**src/rtl/Function_Unit_pkg.sv**
```systemverilog
// rtl/Function_Unit_pkg.sv - shared function-unit result, status and writeback entry types
package Function_Unit_pkg;

    localparam int WB_ADDR_W = 3;
    localparam int WB_DEPTH  = 2;

    typedef struct packed {
        logic [15:0] f;
        logic        v;
        logic        c;
        logic        n;
        logic        z;
    } exp_t;

    typedef struct packed {
        logic v;
        logic c;
        logic n;
        logic z;
    } status_t;

    typedef struct packed {
        exp_t                 res;
        logic [WB_ADDR_W-1:0] da;
        logic                 rw;
        logic                 ls;
    } wb_entry_t;

    function automatic status_t flags_of(input exp_t r);
        status_t s;
        s.v = r.v;
        s.c = r.c;
        s.n = r.n;
        s.z = r.z;
        return s;
    endfunction

endpackage

```
**src/rtl/wb_fifo.sv**
```systemverilog
// rtl/wb_fifo.sv - in-order FIFO of writeback entries with push/pop/count
module wb_fifo
    import Function_Unit_pkg::*;
#(
    parameter int DEPTH = WB_DEPTH
) (
    input  logic                         clk,
    input  logic                         rst,
    input  logic                         push,
    input  wb_entry_t                    push_data,
    input  logic                         pop,
    output wb_entry_t                    head_data,
    output logic [$clog2(DEPTH+1)-1:0]   count,
    output logic                         full,
    output logic                         empty
);

    localparam int PTR_W = $clog2(DEPTH);
    localparam int CNT_W = $clog2(DEPTH+1);

    wb_entry_t        mem [DEPTH];
    logic [PTR_W-1:0] head;
    logic [PTR_W-1:0] tail;
    logic             do_push;
    logic             do_pop;

    assign full      = (count == CNT_W'(DEPTH));
    assign empty     = (count == '0);
    assign do_push   = push & ~full;
    assign do_pop    = pop & ~empty;
    assign head_data = mem[head];

    // Power-of-two depth lets the pointers wrap by plain overflow.
    always_ff @(posedge clk or posedge rst) begin
        if (rst) begin
            head  <= '0;
            tail  <= '0;
            count <= '0;
        end else begin
            if (do_push) tail <= tail + PTR_W'(1);
            if (do_pop)  head <= head + PTR_W'(1);
            case ({do_push, do_pop})
                2'b10:   count <= count + CNT_W'(1);
                2'b01:   count <= count - CNT_W'(1);
                default: count <= count;
            endcase
        end
    end

    always_ff @(posedge clk) begin
        if (do_push) mem[tail] <= push_data;
    end

endmodule

```
**src/rtl/fu_writeback_stage.sv**
```systemverilog
// rtl/fu_writeback_stage.sv - FU writeback buffer and status register; optional FU_WB_OVF_COUNT_EN overflow counter
module fu_writeback_stage
    import Function_Unit_pkg::*;
#(
    parameter int ADDR_W = WB_ADDR_W,
    parameter int DEPTH  = WB_DEPTH
) (
    input  logic              CLK,
    input  logic              RESET,
    input  logic              IN_VALID,
    output logic              IN_READY,
    input  exp_t              IN_RES,
    input  logic [ADDR_W-1:0] IN_DA,
    input  logic              IN_RW,
    input  logic              IN_LS,
    input  logic              WR_READY,
    output logic              WR_EN,
    output logic [ADDR_W-1:0] WR_ADDR,
    output logic [15:0]       WR_DATA,
    output logic [3:0]        STATUS,
`ifdef FU_WB_OVF_COUNT_EN
    output logic [15:0]       OVF_CNT,
`endif
    output logic              BUSY
);

    wb_entry_t                      in_entry;
    wb_entry_t                      head;
    logic [$clog2(DEPTH+1)-1:0]     count;
    logic                           full;
    logic                           empty;
    logic                           push;
    logic                           retire;
    status_t                        status_q;
    logic [ADDR_W-1:0]              last_addr;
    logic [15:0]                    last_data;

    assign in_entry.res = IN_RES;
    assign in_entry.da  = IN_DA;
    assign in_entry.rw  = IN_RW;
    assign in_entry.ls  = IN_LS;

    wb_fifo #(.DEPTH(DEPTH)) u_fifo (
        .clk       (CLK),
        .rst       (RESET),
        .push      (push),
        .push_data (in_entry),
        .pop       (retire),
        .head_data (head),
        .count     (count),
        .full      (full),
        .empty     (empty)
    );

    assign IN_READY = ~full;
    assign BUSY     = ~empty;
    assign push     = IN_VALID & ~full;
    // Non-writing entries (compare-style) retire without waiting on the write port.
    assign retire   = ~empty & (~head.rw | WR_READY);
    assign WR_EN    = ~empty & head.rw;
    assign WR_ADDR  = empty ? last_addr : head.da;
    assign WR_DATA  = empty ? last_data : head.res.f;
    assign STATUS   = status_q;

    always_ff @(posedge CLK or posedge RESET) begin
        if (RESET) begin
            status_q  <= '0;
            last_addr <= '0;
            last_data <= '0;
        end else if (retire) begin
            if (head.ls) status_q <= flags_of(head.res);
            last_addr <= head.da;
            last_data <= head.res.f;
        end
    end

`ifdef FU_WB_OVF_COUNT_EN
    always_ff @(posedge CLK or posedge RESET) begin
        if (RESET) begin
            OVF_CNT <= '0;
        end else if (retire && head.res.v && OVF_CNT != 16'hFFFF) begin
            OVF_CNT <= OVF_CNT + 16'd1;
        end
    end
`endif

endmodule

```
**config.mk**
```make
export PLATFORM = sky130hd
export DESIGN_NAME = fu_writeback_stage
export DESIGN_NICKNAME = d
export VERILOG_FILES = /design/src/rtl/Function_Unit_pkg.sv /design/src/rtl/wb_fifo.sv /design/src/rtl/fu_writeback_stage.sv
export SDC_FILE = /design/constraint.sdc
export NUM_CORES = 1
export LEC_CHECK = 0
export CORE_MARGIN = 1.5
export CORE_UTILIZATION = 52
export DETAILED_ROUTE_END_ITERATION = 8
export GPL_TIMING_DRIVEN = 0
export PLACE_DENSITY = 0.79
export REMOVE_ABC_BUFFERS = 1
export SLEW_MARGIN = 20
export SYNTH_ARGS = -nofsm -noshare
export SYNTH_HDL_FRONTEND = slang
export SYNTH_SLANG_ARGS = --single-unit
export TNS_END_PERCENT = 100
```
**constraint.sdc**
```tcl
create_clock -name CLK -period 3.1 [get_ports CLK]
set_clock_uncertainty 0.15 [all_clocks]
set_input_delay 0.93 -clock CLK [delete_from_list [all_inputs] [get_ports CLK]]
set_output_delay 0.93 -clock CLK [all_outputs]
set_load 0.005 [all_outputs]
```
## Word-level counts from Yosys, hierarchy flattened

Memories as Yosys holds them, arrays and structs flattened.
Cells that the tools add are included.

| storage, ports and cells | value |
|---|---|
| register bits after elaboration | 27 |
| bits in read-only memories | 0 |
| memory bits (writable) | 50 |
| output and inout bits | 26 |
| bits in latches | 0 |
| memories | 1 |
| logic and storage cells | 34 |

Memories:

| name | words | width | read ports | clocked after Yosys merged registers in | write ports | line | RTL |
|---|---|---|---|---|---|---|---|
| u_fifo.mem | 2 | 25 | 1 | 0 | 1 | wb_fifo.sv:21 | `wb_entry_t mem [DEPTH];` |

| cells by class | value |
|---|---|
| $mul | 0 |
| add/sub/neg operators | 4 |
| eq/ne operators | 3 |
| reductions and logical operators | 3 |
| muxes and demuxes | 5 |
| bitwise logic cells | 9 |
| divide/modulo/power cells | 0 |
| shift-type cells | 0 |
| magnitude comparators | 0 |

Operators by type and width:

| kind | count |
|---|---|
| two-way mux 16 bit | 1 |
| AND 1 bit | 5 |
| equality test 2 bit (second input constant) | 2 |
| one-hot mux 2 bit (2 select lines) | 1 |
| two-way mux 3 bit | 1 |
| NOT 1 bit | 3 |
| adder 1 bit (second input constant) | 2 |
| adder 2 x 1 -> 2 bit (second input constant) | 1 |
| equality test 2 x 1 -> 1 bit (second input constant) | 1 |
| zero test 2 bit | 1 |
| two-way mux 1 bit | 2 |
| AND reduction 2 bit | 1 |
| nonzero test 2 bit | 1 |
| subtractor 2 x 1 -> 2 bit (second input constant) | 1 |
| OR 1 bit | 1 |

## Logic depth before layout (Yosys ltp)

Gate-level depths: netlist of run 1.
An unclocked memory read counts as a cell.

| depth | value |
|---|---|
| depth in word-level cells | 7 |
| depth in mapped cells | 8 |
| gate-level depth less buffers | 6 |

## Modules after synthesis

From an unflattened synthesis of run 1, not the netlist that was laid out.

| unflattened totals | value |
|---|---|
| cell total of the unflattened synthesis | 174 |
| area total of the unflattened synthesis | 3315.7 µm² |

By module, submodules not included:

| module | cells an instance | times used | area an instance (µm²) |
|---|---|---|---|
| wb_fifo | 97 | 1 | 2105.8 |
| fu_writeback_stage | 77 | 1 | 1209.9 |

## Worst setup path before layout of run 1

No wires, ideal clock.

| timing | value |
|---|---|
| kind | input to register |
| from | input port IN_VALID |
| to | memory u_fifo.mem[0][0] (netlist name) (enable) |
| arrival | 2.089 ns |
| required time | 2.543 ns |
| path slack | 0.454 ns |
| stages on the path | 2 |
| cells stage by stage | nand2_1 nor2_1 |

| between the ends | value |
|---|---|
| cells in the longest elaborated chain, start to end | 4 |

RTL lines:

| item | line | RTL |
|---|---|---|
| from (decl) | fu_writeback_stage.sv:10 | `input logic IN_VALID,` |
| AND 1 bit | fu_writeback_stage.sv:57 | `assign push = IN_VALID & ~full;` |
| AND 1 bit | wb_fifo.sv:29 | `assign do_push = push & ~full;` |
| two-way mux 1 bit | wb_fifo.sv:51 | `if (do_push) mem[tail] <= push_data;` |
| two-way mux 1 bit (not written as such) | wb_fifo.sv:51 |  |
| to (decl) | wb_fifo.sv:21 |  |

No other way between the ends.

## Final worst setup path of run 1

| timing | value |
|---|---|
| from | register u_fifo.count[0] |
| to | output port WR_DATA[14] |

| between the ends | value |
|---|---|
| cells in the longest elaborated chain, start to end | 2 |

RTL lines:

| item | line | RTL |
|---|---|---|
| from (decl) | wb_fifo.sv:13 | `output logic [$clog2(DEPTH+1)-1:0] count,` |
| from (signal assigned) | wb_fifo.sv:43 | `2'b10: count <= count + CNT_W'(1);` |
| from (signal assigned) | wb_fifo.sv:44 | `2'b01: count <= count - CNT_W'(1);` |
| from (signal assigned) | wb_fifo.sv:45 | `default: count <= count;` |
| zero test 2 bit | wb_fifo.sv:28 | `assign empty = (count == '0);` |
| two-way mux 16 bit | fu_writeback_stage.sv:62 | `assign WR_DATA = empty ? last_data : head.res.f;` |
| to (decl) | fu_writeback_stage.sv:19 | `output logic [15:0] WR_DATA,` |

No other way between the ends.

==> summary.md, run 1 <==
| Metric | Value |
|---|---|
| Post-synthesis instance area | `0.00312 mm²` |
| Vias post-DR | `1837` |
| Series of cell instances along the critical path | `nor2_4, clkinvlp_4, buf_4, nor2_1, nor2_1, clkdlybuf4s50_1` |
| Most common cell on crit path | `nor2_1` |
| Clock edge transition at the registers on the reported setup and hold paths | `70 ps` |
| Worst reg2reg path depth | `5` |
| Maximum fanout encountered on the critical timing path | `7` |
| Final net count | `306` |
| Fin. Hold Viols | `0` |
| Time the final worst path needs with I/O delays and setup | `3030 ps` |
| H-Tree Depth | `3` |
| Final GP Congestion | `0.705` |
| Total routed wirelength | `5780 µm` |
| Leftover overflow at the end of global routing | `0` |
| Hold Path Cell Cnt | `1` |
| Via density per instance | `5.16` |
| Average footprint of a synthesized cell | `14.9 µm²` |
| Hold slack | `362 ps` |
| Type of the worst min-delay path | `register to register` |
| CTS tree | `done` |
| Critical Path End Type | `output pin` |
| Post-synthesis sequential element count | `77` |
| DRC | `0` |
| Number of nets with antenna violations after detailed routing | `0` |
| Tcrit/Tclk final | `97.9%` |
| Startpoint of the tightest hold check path | `last_data[11]` |
| Leakage power total | `0.00164 µW` |
| Commonest non-fill, non-tap cells in the layout | `50 x edfxtp_1, 46 x clkdlybuf4s50_1, 42 x nor2_1` |
| CTS Buf Count | `9` |
| Vertical die dimension | `80.5 µm` |
| Core footprint | `0.00585 mm²` |
| Finished Core Util | `69.4%` |
| Data arrival time of the worst path | `1950 ps` |
| Worst voltage drop across the vdd grid | `0.784 mV` |
| Number of antenna cells inserted | `0` |
| Initial cell density of the core | `53.4%` |
| Most frequent standard cell in the layout excluding fill and tap cells | `edfxtp_1` |
| First-pass GRT wire length | `9080 µm` |
| Transition at the pin with the smallest max-transition slack | `845 ps` |
| Clock sink total | `77` |
| Crit Path Category | `register to output pin` |
| Number of unique standard cell types used by synthesis | `20` |
| Endpoint of the lowest-slack register-to-register path | `u_fifo.count[1]` |
| Number of buffers added on ports | `54` |
| Biggest cell delay along the critical path | `450 ps` |
| Overall fraction of global-route tracks in use | `19.8%` |
| Gate Count Post-Synth | `209` |
| Pins Over Slew Limit | `0` |
| Die width | `80.5 µm` |
| Cell with the biggest individual delay on the critical path | `clkdlybuf4s50_1` |
| Setup slack on the worst flop-to-flop path | `480 ps` |
| Maximum root-to-sink buffer count | `2` |
| Violation count after the first detailed-route iteration | `73` |
| Worst R2R Start | `u_fifo.head` |
| Number of warnings issued by yosys | `0` |
| Clock Tree Root | `clkbuf_8` |
| Maximum achievable frequency | `330 MHz` |
| Initial antenna violation count | `0` |
| Layout cells sized above 1 | `22.4%` |
| Via count of the first global-routing pass | `1908` |
| Number of buffers added to fix hold violations after cts | `0` |
| Normalized max-slew margin | `43.6%` |
| Fraction of the yosys area taken by sequential cells | `69.7%` |
| Count of maximum capacitance violations | `0` |
| Final HPWL DP | `3320 µm` |
| Worst-skew pair later-pin latency | `340 ps` |
| Setup crit start kind | `register` |
| Number of search-and-repair iterations in the first detailed-routing pass | `4` |
| CP Data Required Time | `2020 ps` |
| Die Area | `0.00648 mm²` |
| Power per Cell Area | `1040 mW/mm²` |
| Largest net degree at the start of global routing | `28` |
| Number of placement rows | `28` |
| Run status | `complete, no violations` |
| Final count of negative-setup-slack endpoints | `0` |
| Syn-to-layout area delta | `30.0%` |
| Boundary Pins | `55` |
| Average detailed-routed wire length per instance | `16.2 µm` |
| End point of the worst hold path | `last_data[11]` |
[timing repair]
item,CTS,global route
cloned,1,0
hold endpoints to repair,0,0
resized for setup,4,9
endpoints found under the setup margin,21,14
pin swaps,1,1
buffers inserted,8,1
[worst max-delay path by stage]
| stage | cells past startpoint | end | start |
|---|---|---|---|
| 6_report | 6 | WR_DATA[14] | u_fifo.count[0] |
| 5_1_grt | 6 | WR_DATA[10] | u_fifo.count[0] |
| 4_1_cts | 5 | WR_DATA[4] | u_fifo.count[0] |
| 3_5_place_dp | 4 | WR_DATA[15] | u_fifo.count[0] |
| 3_3_place_gp | 4 | WR_DATA[0] | u_fifo.count[0] |
| 2_1_floorplan | 3 | WR_EN | u_fifo.count[0] |
[routing by layer]
layer | track usage (%) | share of wire (%) | vias up
met5 | 0 | 0 | -
met1 | 23.0 | 40 | 926
met2 | 34.5 | 54 | 46
met4 | 11.2 | 1.5 | 0
li1 | - | - | 859
met3 | 3.41 | 3.6 | 6
[cell families after synthesis]
family / share of synthesized area, %
compound gates: 2.45
mux: 16.8
simple gates: 6.01
fa+ha+maj: 0.401
flops: 69.7
buf+inv: 3.25
xor+xnor: 1.40
[area by class of cell]
type | count | area [µm²]
Sequential cell | 77 | 2180
Fill cell | 401 | 1790
Multi-Input combinational cell | 112 | 860
Timing Repair Buffer | 64 | 663
Clock buffer | 11 | 131
Tap cell | 75 | 93.8
Clock inverter | 5 | 75.1
Inverter | 11 | 45.0
Timing Repair inverter | 1 | 7.51
[cells in the mapped netlist (all sizes together)]
cell type / instances / share of area [%]
and2: 1 / 0.20
xnor2: 3 / 0.84
nand2b: 1 / 0.20
mux2i: 17 / 5.5
dfrtp: 27 / 22
inv: 11 / 1.3
mux2: 31 / 11
a21oi: 9 / 1.8
nand2: 1 / 0.12
a211oi: 1 / 0.64
nor2: 44 / 5.3
and3: 1 / 0.20
ha: 1 / 0.40
clkbuf: 3 / 0.36
edfxtp: 50 / 48
xor2: 2 / 0.56
buf: 6 / 1.6
[worst max-delay path: cells and delay by family (launching register included)]
kind          cells  cell delay, ps
simple gates      3             400
flops             1             430
buf+inv           3             780
[report_power, final]
part           internal [µW]  leakage, µW  total (µW)  switching, µW
clock                    449    0.0000986         792            343
combinational            999     0.000765        1790            793
sequential              1470     0.000777        1650            180
[stage by stage]
step / cells / instance area (µm²) / total power (µW) / setup TNS, ps / worst slack, ps
4_1_cts: 355 / 4030 / 4280 / 0 / 11.4
3_5_place_dp: 330 / 3740 / 3350 / -10970 / -596
2_1_floorplan: 200 / 3060 / 2560 / 0 / 126
6_report: 356 / 4060 / 4230 / 0 / 65.3
3_3_place_gp: 329 / 3700 / 3260 / -38810 / -1100
5_1_grt: 356 / 4060 / 4490 / -12.1 / -10.3
[registers in the layout, indices dropped and copies added (netlist names)]
signal and cells:
u_fifo.tail 1, u_fifo.count 2, u_fifo.head 1, last_addr 3, last_data 16, u_fifo.mem 50
STATUS 4
No activity file was read; power rests on OpenSTA's default activity.
==> run 2: changes to the inputs <==
--- a/config.mk
+++ b/config.mk
@@ -9,6 +9,7 @@
 export CORE_UTILIZATION = 52
 export DETAILED_ROUTE_END_ITERATION = 8
 export GPL_TIMING_DRIVEN = 0
+export HOLD_SLACK_MARGIN = 0.12
 export PLACE_DENSITY = 0.79
 export REMOVE_ABC_BUFFERS = 1
 export SLEW_MARGIN = 20
==> results of run 2 <==
Same layout as run 1: the final DEF is identical, and so are final timing and power.
==> run 3: changes to the inputs <==
--- a/config.mk
+++ b/config.mk
@@ -12,7 +12,6 @@
 export HOLD_SLACK_MARGIN = 0.12
 export PLACE_DENSITY = 0.79
 export REMOVE_ABC_BUFFERS = 1
-export SLEW_MARGIN = 20
 export SYNTH_ARGS = -nofsm -noshare
 export SYNTH_HDL_FRONTEND = slang
 export SYNTH_SLANG_ARGS = --single-unit
==> summary.md, run 3 (same netlist as run 1, synthesis figures left out) <==
| Metric | Value |
|---|---|
| Run status | `complete, no violations (unchanged)` |
| Data arrival time of the worst path | `1950 ps (about the same)` |
| Final HPWL DP | `3300 µm (was 3320 µm)` |
| Most frequent standard cell in the layout excluding fill and tap cells | `edfxtp_1 (unchanged)` |
| Maximum achievable frequency | `330 MHz (about the same)` |
| Post-Place Cell Area | `0.00373 mm² (was 0.00374 mm²)` |
| Number of placement rows | `28 (unchanged)` |
| Vias post-DR | `1866 (was 1837)` |
| Worst-skew pair later-pin latency | `340 ps (about the same)` |
| Critical Path End Type | `output pin (unchanged)` |
| Count of maximum capacitance violations | `0 (unchanged)` |
| Setup repair after global routing missed its margin | `true` |
| Flip-flop count of the largest register after layout | `50 (unchanged)` |
| CP Data Required Time | `2020 ps (about the same)` |
| Fin. Hold Viols | `0 (unchanged)` |
| Vertical die dimension | `80.5 µm (unchanged)` |
| H-Tree Depth | `3 (unchanged)` |
| Final net count | `312 (was 306)` |
| Minimum setup slack after placement | `-1130 ps (was -596 ps)` |
| DRC | `0 (unchanged)` |
| Commonest non-fill, non-tap cells in the layout | `50 x edfxtp_1, 43 x clkdlybuf4s50_1, 42 x nor2_1 (was 50 x edfxtp_1, 46 x clkdlybuf4s50_1, 42 x nor2_1)` |
| Total routed wirelength | `5900 µm (was 5780 µm)` |
| Average detailed-routed wire length per instance | `16.3 µm (was 16.2 µm)` |
| Clock sink total | `77 (unchanged)` |
| Via count of the first global-routing pass | `1888 (was 1908)` |
| Die width | `80.5 µm (unchanged)` |
| Normalized max-slew margin | `14.9% (was 43.6%)` |
| Setup crit start kind | `register (unchanged)` |
| Syn-to-layout area delta | `31.7% (was 30.0%)` |
| Layout cells sized above 1 | `23.7% (was 22.4%)` |
| Maximum fanout encountered on the critical timing path | `8 (was 7)` |
| Final std cell area, no fill | `0.00411 mm² (was 0.00406 mm²)` |
| Overall fraction of global-route tracks in use | `19.8% (about the same)` |
| Number of buffers added on ports | `54 (unchanged)` |
| Leakage power total | `0.00170 µW (was 0.00164 µW)` |
| Number of search-and-repair iterations in the first detailed-routing pass | `4 (unchanged)` |
| Crit Path Category | `register to output pin (unchanged)` |
| Tcrit/Tclk final | `97.8% (was 97.9%)` |
| Tot Pwr | `4300 µW (was 4230 µW)` |
| Largest net degree at the start of global routing | `28 (unchanged)` |
| Clock edge transition at the registers on the reported setup and hold paths | `70 ps (about the same)` |
| CTS Buf Count | `9 (unchanged)` |
| CTS tree | `done (unchanged)` |
| Type of the worst min-delay path | `register to register (unchanged)` |
| Transition at the pin with the smallest max-transition slack | `1280 ps (was 845 ps)` |
| Core footprint | `0.00585 mm² (unchanged)` |
| Pins Over Slew Limit | `0 (unchanged)` |
| Violation count after the first detailed-route iteration | `60 (was 73)` |
| Number of nets with antenna violations after detailed routing | `0 (unchanged)` |
| Initial cell density of the core | `53.4% (unchanged)` |
| Worst voltage drop across the vdd grid | `0.804 mV (was 0.784 mV)` |
| Leftover overflow at the end of global routing | `0 (unchanged)` |
| Die Area | `0.00648 mm² (unchanged)` |
| Setup slack after layout | `67.5 ps (was 65.3 ps)` |
| Final GP Congestion | `0.705 (unchanged)` |
| Final count of negative-setup-slack endpoints | `0 (unchanged)` |
| Number of buffers added to fix hold violations after cts | `0 (unchanged)` |
| Power per Cell Area | `1040 mW/mm² (about the same)` |
| Number of antenna cells inserted | `0 (unchanged)` |
| Register with the most flip-flops | `u_fifo.mem (unchanged)` |
| First-pass GRT wire length | `9130 µm (was 9080 µm)` |
| Initial antenna violation count | `0 (unchanged)` |
| Maximum root-to-sink buffer count | `2 (unchanged)` |
| Boundary Pins | `55 (unchanged)` |
| Time the final worst path needs with I/O delays and setup | `3030 ps (about the same)` |
| Via density per instance | `5.15 (was 5.16)` |
| Clock Tree Root | `clkbuf_8 (unchanged)` |
## run 3: layout make-up
cell class | instances | area [µm²]
clock buffer | 11 | 131
clock inverter | 5 | 75.1
fill | 396 | 1740
inverter | 11 | 45.0
multi-input combinational | 112 | 857
sequential | 77 | 2180
tap | 75 | 93.8
timing repair buffer | 70 | 719
timing repair inverter | 1 | 7.51
## run 3: what timing repair did
| action | CTS | global route |
|---|---|---|
| cloned | 1 | 0 |
| endpoints found under the setup margin | 23 | 14 |
| resized for setup | 6 | 14 |
| setup buffers | 7 | 8 |
| pin swaps | 1 | 1 |
## run 3: critical path, cell delays in order (launching register included)
cell and delay [ps]:
dfrtp_2 430, nor2_4 220, buf_4 150, buf_4 160, nor2_1 60, nor2_1 90, clkdlybuf4s50_1 500
## run 3: report_power, final
part	internal [µW]	total [µW]	switching, µW
logic	1040	1860	821
registers	1470	1640	170
clock network	449	792	343
## run 3: worst paths after layout
path | startpoint | cells after the start | endpoint | slack (ps)
max reg2reg | u_fifo.head | 6 | u_fifo.count[1] | 420
min in group asynchronous | RESET | 2 | last_data[5] | 1030
min reg2reg | last_data[14] | 1 | last_data[14] | 370
max in group asynchronous | RESET | 2 | u_fifo.head | 960
min | last_data[14] | 1 | last_data[14] | 370
max | u_fifo.count[0] | 6 | WR_DATA[13] | 70
## run 3: metrics by stage
| step | hold WS [ps] | std cells | utilization [%] | setup TNS [ps] |
|---|---|---|---|---|
| floorplan | 310 | 200 | - | 0 |
| global placement | 326 | 329 | 63.2 | -38810 |
| detailed placement | 344 | 330 | 63.7 | -22140 |
| CTS | 364 | 354 | 68.6 | 0 |
| global route | 375 | 362 | 70.3 | -116 |
| finish | 366 | 362 | 70.3 | 0 |
## run 3: routing by layer
| metal | vias up | routed length [µm] | GRT usage (%) |
|---|---|---|---|
| li1 | 879 | - | - |
| met1 | 934 | 2510 | 23.8 |
| met2 | 39 | 3040 | 33.7 |
| met3 | 14 | 210 | 3.18 |
| met4 | 0 | 144 | 10.9 |
| met5 | - | 0 | 0 |
